===== config.mk =====
export PLATFORM = sky130hd
export DESIGN_NAME = pipe_skid_stage
export DESIGN_NICKNAME = d
export VERILOG_FILES = /design/src/rtl/pipe_skid_stage.sv
export SDC_FILE = /design/constraint.sdc
export NUM_CORES = 1
export LEC_CHECK = 0
export CAP_MARGIN = 20
export CORE_MARGIN = 1
export CORE_UTILIZATION = 47
export DETAILED_ROUTE_END_ITERATION = 6
export GPL_TIMING_DRIVEN = 0
export PLACE_DENSITY = 0.76
export SLEW_MARGIN = 20
export SYNTH_ARGS = -nofsm -noshare
export SYNTH_HDL_FRONTEND = slang
export SYNTH_SLANG_ARGS = --single-unit

===== constraint.sdc =====
create_clock -name clk -period 5 [get_ports clk]
set_input_delay 1 -clock clk [delete_from_list [all_inputs] [get_ports clk]]
set_output_delay 1 -clock clk [all_outputs]
set_load 0.01 [all_outputs]

===== src/rtl/pipe_skid_stage.sv =====
// Two-entry pipeline skid stage with flush and saturating statistics.
// The main entry drives the outputs. The skid entry catches one extra
// entry because in_ready is registered and so lags out_ready by a cycle.
//
// state | meaning
// EMPTY | no entry held; outputs zero
// ONE   | main valid; skid empty
// FULL  | main and skid valid; in_ready low
module pipe_skid_stage #(
  parameter int DATA_W = 32,
  parameter int CTRL_W = 16,
  parameter int CNT_W  = 8
) (
  input  logic              clk,
  input  logic              Reset,
  input  logic              Flush,
  input  logic              in_valid,
  output logic              in_ready,
  input  logic [DATA_W-1:0] in_data,
  input  logic [CTRL_W-1:0] in_ctrl,
  output logic              out_valid,
  input  logic              out_ready,
  output logic [DATA_W-1:0] out_data,
  output logic [CTRL_W-1:0] out_ctrl,
  output logic [1:0]        occupancy,
  output logic [CNT_W-1:0]  stall_cnt,
  output logic [CNT_W-1:0]  drop_cnt
);

  typedef enum logic [1:0] {
    EMPTY = 2'd0,
    ONE   = 2'd1,
    FULL  = 2'd2
  } state_t;

  localparam logic [CNT_W-1:0] CNT_MAX = '1;

  state_t              state, state_nxt;
  logic [DATA_W-1:0]   main_data, skid_data;
  logic [CTRL_W-1:0]   main_ctrl, skid_ctrl;
  logic                acc, ret;
  logic                load_main, load_skid, move_skid, clear_main;
  logic [1:0]          held_left, drop_inc;
  logic [CNT_W+1:0]    drop_sum;

  // Handshake flags come only from registered state, so out_ready never
  // reaches in_ready combinationally.
  assign in_ready  = (state != FULL);
  assign out_valid = (state != EMPTY);
  assign occupancy = 2'(state);
  assign acc       = in_valid & in_ready & ~Flush;
  assign ret       = out_valid & out_ready;
  assign out_data  = out_valid ? main_data : '0;
  assign out_ctrl  = out_valid ? main_ctrl : '0;

  // State register.
  always_ff @(posedge clk or posedge Reset) begin
    if (Reset) state <= EMPTY;
    else       state <= state_nxt;
  end

  // Next state and datapath enables; Flush overrides every handshake.
  always_comb begin
    state_nxt  = state;
    load_main  = 1'b0;
    load_skid  = 1'b0;
    move_skid  = 1'b0;
    clear_main = 1'b0;
    if (Flush) begin
      state_nxt = EMPTY;
    end else begin
      unique case (state)
        EMPTY: begin
          if (acc) begin
            state_nxt = ONE;
            load_main = 1'b1;
          end
        end
        ONE: begin
          if (acc && ret) begin
            load_main = 1'b1;
          end else if (acc) begin
            state_nxt = FULL;
            load_skid = 1'b1;
          end else if (ret) begin
            state_nxt  = EMPTY;
            clear_main = 1'b1;
          end
        end
        FULL: begin
          if (ret) begin
            state_nxt = ONE;
            move_skid = 1'b1;
          end
        end
        default: state_nxt = EMPTY;
      endcase
    end
  end

  // Entry storage; entries are zeroed whenever they stop being valid.
  always_ff @(posedge clk or posedge Reset) begin
    if (Reset) begin
      main_data <= '0;
      main_ctrl <= '0;
      skid_data <= '0;
      skid_ctrl <= '0;
    end else if (Flush) begin
      main_data <= '0;
      main_ctrl <= '0;
      skid_data <= '0;
      skid_ctrl <= '0;
    end else begin
      if (load_main) begin
        main_data <= in_data;
        main_ctrl <= in_ctrl;
      end else if (move_skid) begin
        main_data <= skid_data;
        main_ctrl <= skid_ctrl;
      end else if (clear_main) begin
        main_data <= '0;
        main_ctrl <= '0;
      end
      if (load_skid) begin
        skid_data <= in_data;
        skid_ctrl <= in_ctrl;
      end else if (move_skid) begin
        skid_data <= '0;
        skid_ctrl <= '0;
      end
    end
  end

  // Drop amount on a flush edge: held entries not retiring plus an offered
  // entry that would otherwise have been accepted. At most 2.
  assign held_left = occupancy - {1'b0, ret};
  assign drop_inc  = held_left + {1'b0, in_valid & in_ready};
  assign drop_sum  = {2'b00, drop_cnt} + {{CNT_W{1'b0}}, drop_inc};

  // Saturating stall and drop counters.
  always_ff @(posedge clk or posedge Reset) begin
    if (Reset) begin
      stall_cnt <= '0;
      drop_cnt  <= '0;
    end else begin
      if (out_valid && !out_ready && stall_cnt != CNT_MAX)
        stall_cnt <= stall_cnt + 1'b1;
      if (Flush) begin
        if (drop_sum > {2'b00, CNT_MAX}) drop_cnt <= CNT_MAX;
        else                             drop_cnt <= drop_sum[CNT_W-1:0];
      end
    end
  end

endmodule


==> summary.md <==
| Metric | Value |
|---|---|
| Number of buffers created by CTS | `17` |
| CP startpoint kind | `flip-flop` |
| Wire length of the first global-routing pass | `21000 um` |
| Overall fraction of global-route tracks in use | `24.0%` |
| I/O pins | `121` |
| Count of max-cap constraint violations | `0` |
| Die outline height | `107 um` |
| Overall overflow remaining after global route | `0` |
| Clock transition at the register clock pins on the worst setup and hold paths after CTS | `60 ps` |
| Synth-to-Final Area Change | `38.3%` |
| Crit path max-delay family | `buffers and inverters` |
| Crit-path max FO | `10` |
| Syn. warnings | `0` |
| Critical Path AT | `4080 ps` |
| Main synth FF type | `dfrtp_1` |
| Sum of routed wire length over all layers | `13100 um` |
| Clock Latency Late Sink | `520 ps` |
| Average routed wire per standard cell | `17.9 um` |
| Proportion of synthesized flip-flops having asynchronous set or reset | `100%` |
| Vias | `4123` |
| Core ar. | `10800 um2` |
| Starting Density | `48.2%` |
| Max rail drop VDD | `0.252 mV` |
| Width of the die | `107 um` |
| Hold Vio Cnt, Final | `0` |
| Antenna violations before repair | `0` |
| Root Buffer | `clkbuf_8` |
| Final layout net count | `639` |
| # H-tree levels | `4` |
| Maximum number of pins on one net before global-route repair | `63` |
| Switching power summed over all nets | `0.000776 W` |
| DR iter-0 viols | `216` |
| Distinct cell type count of the synthesized netlist | `41` |
| Endpoint class of the critical path | `flip-flop` |
| Worst path buffer plus inverter count | `5` |
| Final setup skew | `11.4 ps` |
| Mean area per synthesized cell | `11.8 um2` |
| Power Total | `0.00282 W` |
| Filler Cell Count | `849` |
| Max Fclk | `0.273 GHz` |
| Worst path slowest cell | `clkbuf_1` |
| Worst slew pin tran | `612 ps` |
| Number of global-route vias before repair | `4197` |
| Max Slew Vio Count | `0` |
| Diode count | `0` |
| Commonest cells after routing, fill and taps aside | `120 x clkdlybuf4s50_1, 114 x dfrtp_1, 51 x nor2b_1` |
| Clock share of power | `42.6%` |
| Proportion of layout cells with a drive suffix above 1 | `10.3%` |
| Relative contribution of combinational cells to total power | `18.4%` |
| LEAKAGE | `3.20 nW` |
| Row count | `38` |
| Largest stage delay, worst path | `450 ps` |
| Worst Path Class, Setup | `reg -> reg` |
| RSZ-0062 raised after global routing | `no` |
| Final count of negative-setup-slack endpoints | `0` |
| Clock Sinks | `114` |
| Path type of the worst min-delay path | `reg -> reg` |
| Switching Fraction | `27.5%` |
| Crit path time final | `3670 ps` |
| HPWL reported at the end of detailed placement | `8800 um` |
| Hold_ws | `492 ps` |
| TritonCTS clock tree | `done` |
| Syn nets | `499` |
| Count of TritonRoute iterations in the first routing pass | `4` |
| List of cells traversed by the critical path | `buf_2 > nor2_1 > clkbuf_1 > nor2b_1 > ha_1 > inv_1 > ha_1 > xnor2_1 > xnor2_1 > inv_1 > fa_1 > and3b_1 > clkbuf_1 > nand4_1 > nor2b_1` |
| Seq pwr share | `39.0%` |
| Count of state elements after synthesis | `114` |
| Power density normalized to cell area | `392 nW/um2` |
| Critical Path RT | `5410 ps` |
| Cell count after synthesis | `440` |
| Vias per Instance | `5.62` |
| Die area | `11500 um2` |
| Leading cell type in the layout, fill and taps excluded | `clkdlybuf4s50_1` |
| Number of hold buffers added after CTS | `0` |
| # resized after CTS | `0` |
| Number of buffers inserted by port buffering | `120` |
| Internal power contribution | `0.00204 W` |
| Period utilisation layout | `73.4%` |
| Post-detailed-route count of antenna-violating nets | `0` |
| Clock Path Buffers | `2` |
| Number of enable flip-flop cells after synthesis | `0` |
| Post-route DRC violation count | `0` |
| Buffer count from post-CTS setup fixing | `0` |
| Routability cong. | `0.851` |
| Status | `complete, no violations` |
| Worst slew slack as a fraction of its limit | `59.2%` |
| Netlist Area Pre-Place | `5200 um2` |
| Part of the Yosys area used for sequential elements | `54.8%` |
[power by group through the flow]
stage	clock network, W	logic, W	registers [W]
2_1_floorplan	0	0.000247	0.00112
3_3_place_gp	0	0.000499	0.00111
3_5_place_dp	0	0.000519	0.00111
4_1_cts	0.00121	0.000521	0.00110
5_1_grt	0.00126	0.000565	0.00111
6_report	0.00120	0.000518	0.00110
[stage by stage]
step | cell area [um2] | setup slack [ps] | std cells | utilization [%] | setup TNS [ps]
finish | 7190 | 1330 | 733 | 66.7 | 0
global placement | 6580 | -591 | 700 | 61.0 | -66550
detailed placement | 6610 | 1010 | 701 | 61.3 | 0
floorplan | 5200 | 984 | 440 | - | 0
CTS | 7190 | 1270 | 733 | 66.7 | 0
global route | 7190 | 1100 | 733 | 66.7 | 0
[cells by family after synthesis]
group	share of synthesized area (%)
flops	54.8
buf+inv	4.38
xor+xnor	0.842
compound gates	20.0
mux	1.63
fa+ha+maj	1.59
simple gates	16.7
[registers in the layout (all words and copies together), names as in the netlist]
name       flops
skid_ctrl     16
drop_cnt       8
stall_cnt      8
occupancy      2
main_ctrl     16
skid_data     32
main_data     32
[cell usage after synthesis, types with 2 or more instances]
cell type	count	share of area, %
inv_1	12	0.87
and3_1	3	0.36
a221o_1	48	9.2
ha_1	5	1.2
nor3_1	2	0.19
buf_2	14	1.3
dfrtp_1	114	55
and2_1	49	5.9
a31oi_1	4	0.48
clkbuf_1	18	1.3
nand4_1	5	0.60
o211ai_1	2	0.29
buf_6	4	0.87
mux2_2	4	0.87
nor2b_1	51	6.1
xnor2_1	5	0.84
o21ai_0	3	0.29
nor2_1	2	0.14
mux2i_1	4	0.77
nand3_1	5	0.48
a21oi_1	8	0.77
a22o_1	48	8.1
nand2_1	12	0.87
[metal layers]
layer | track usage (%) | share of wire, % | vias to the layer above
li1 | - | - | 1904
met1 | 31.4 | 44 | 2060
met2 | 37.6 | 49 | 131
met3 | 6.50 | 4.8 | 28
met4 | 9.69 | 2.5 | 0
met5 | 0 | 0 | -
[cell type report]
type / instances / area [um2] / area share, %
Buffer: 36 / 183 / 2.54
Sequential cell: 114 / 2850 / 39.7
Multi-Input combinational cell: 278 / 2120 / 29.5
Timing Repair Buffer: 121 / 1230 / 17.1
Clock buffer: 18 / 418 / 5.81
Clock inverter: 14 / 164 / 2.28
Tap cell: 140 / 175 / 2.43
Inverter: 12 / 50.0 / 0.696
[final timing paths]
| check | startpoint | cells past startpoint | slack [ps] | end |
|---|---|---|---|---|
| setup / recovery | occupancy[0] | 15 | 1330 | drop_cnt[6] |
| hold / removal | skid_ctrl[8] | 1 | 490 | skid_ctrl[8] |
| setup reg to reg | occupancy[0] | 15 | 1330 | drop_cnt[6] |
| hold reg to reg | skid_ctrl[8] | 1 | 490 | skid_ctrl[8] |
| max in group asynchronous | Reset | 3 | 3440 | occupancy[0] |
| min in group asynchronous | Reset | 2 | 900 | main_data[8] |
(Power assumes the default switching activity.)
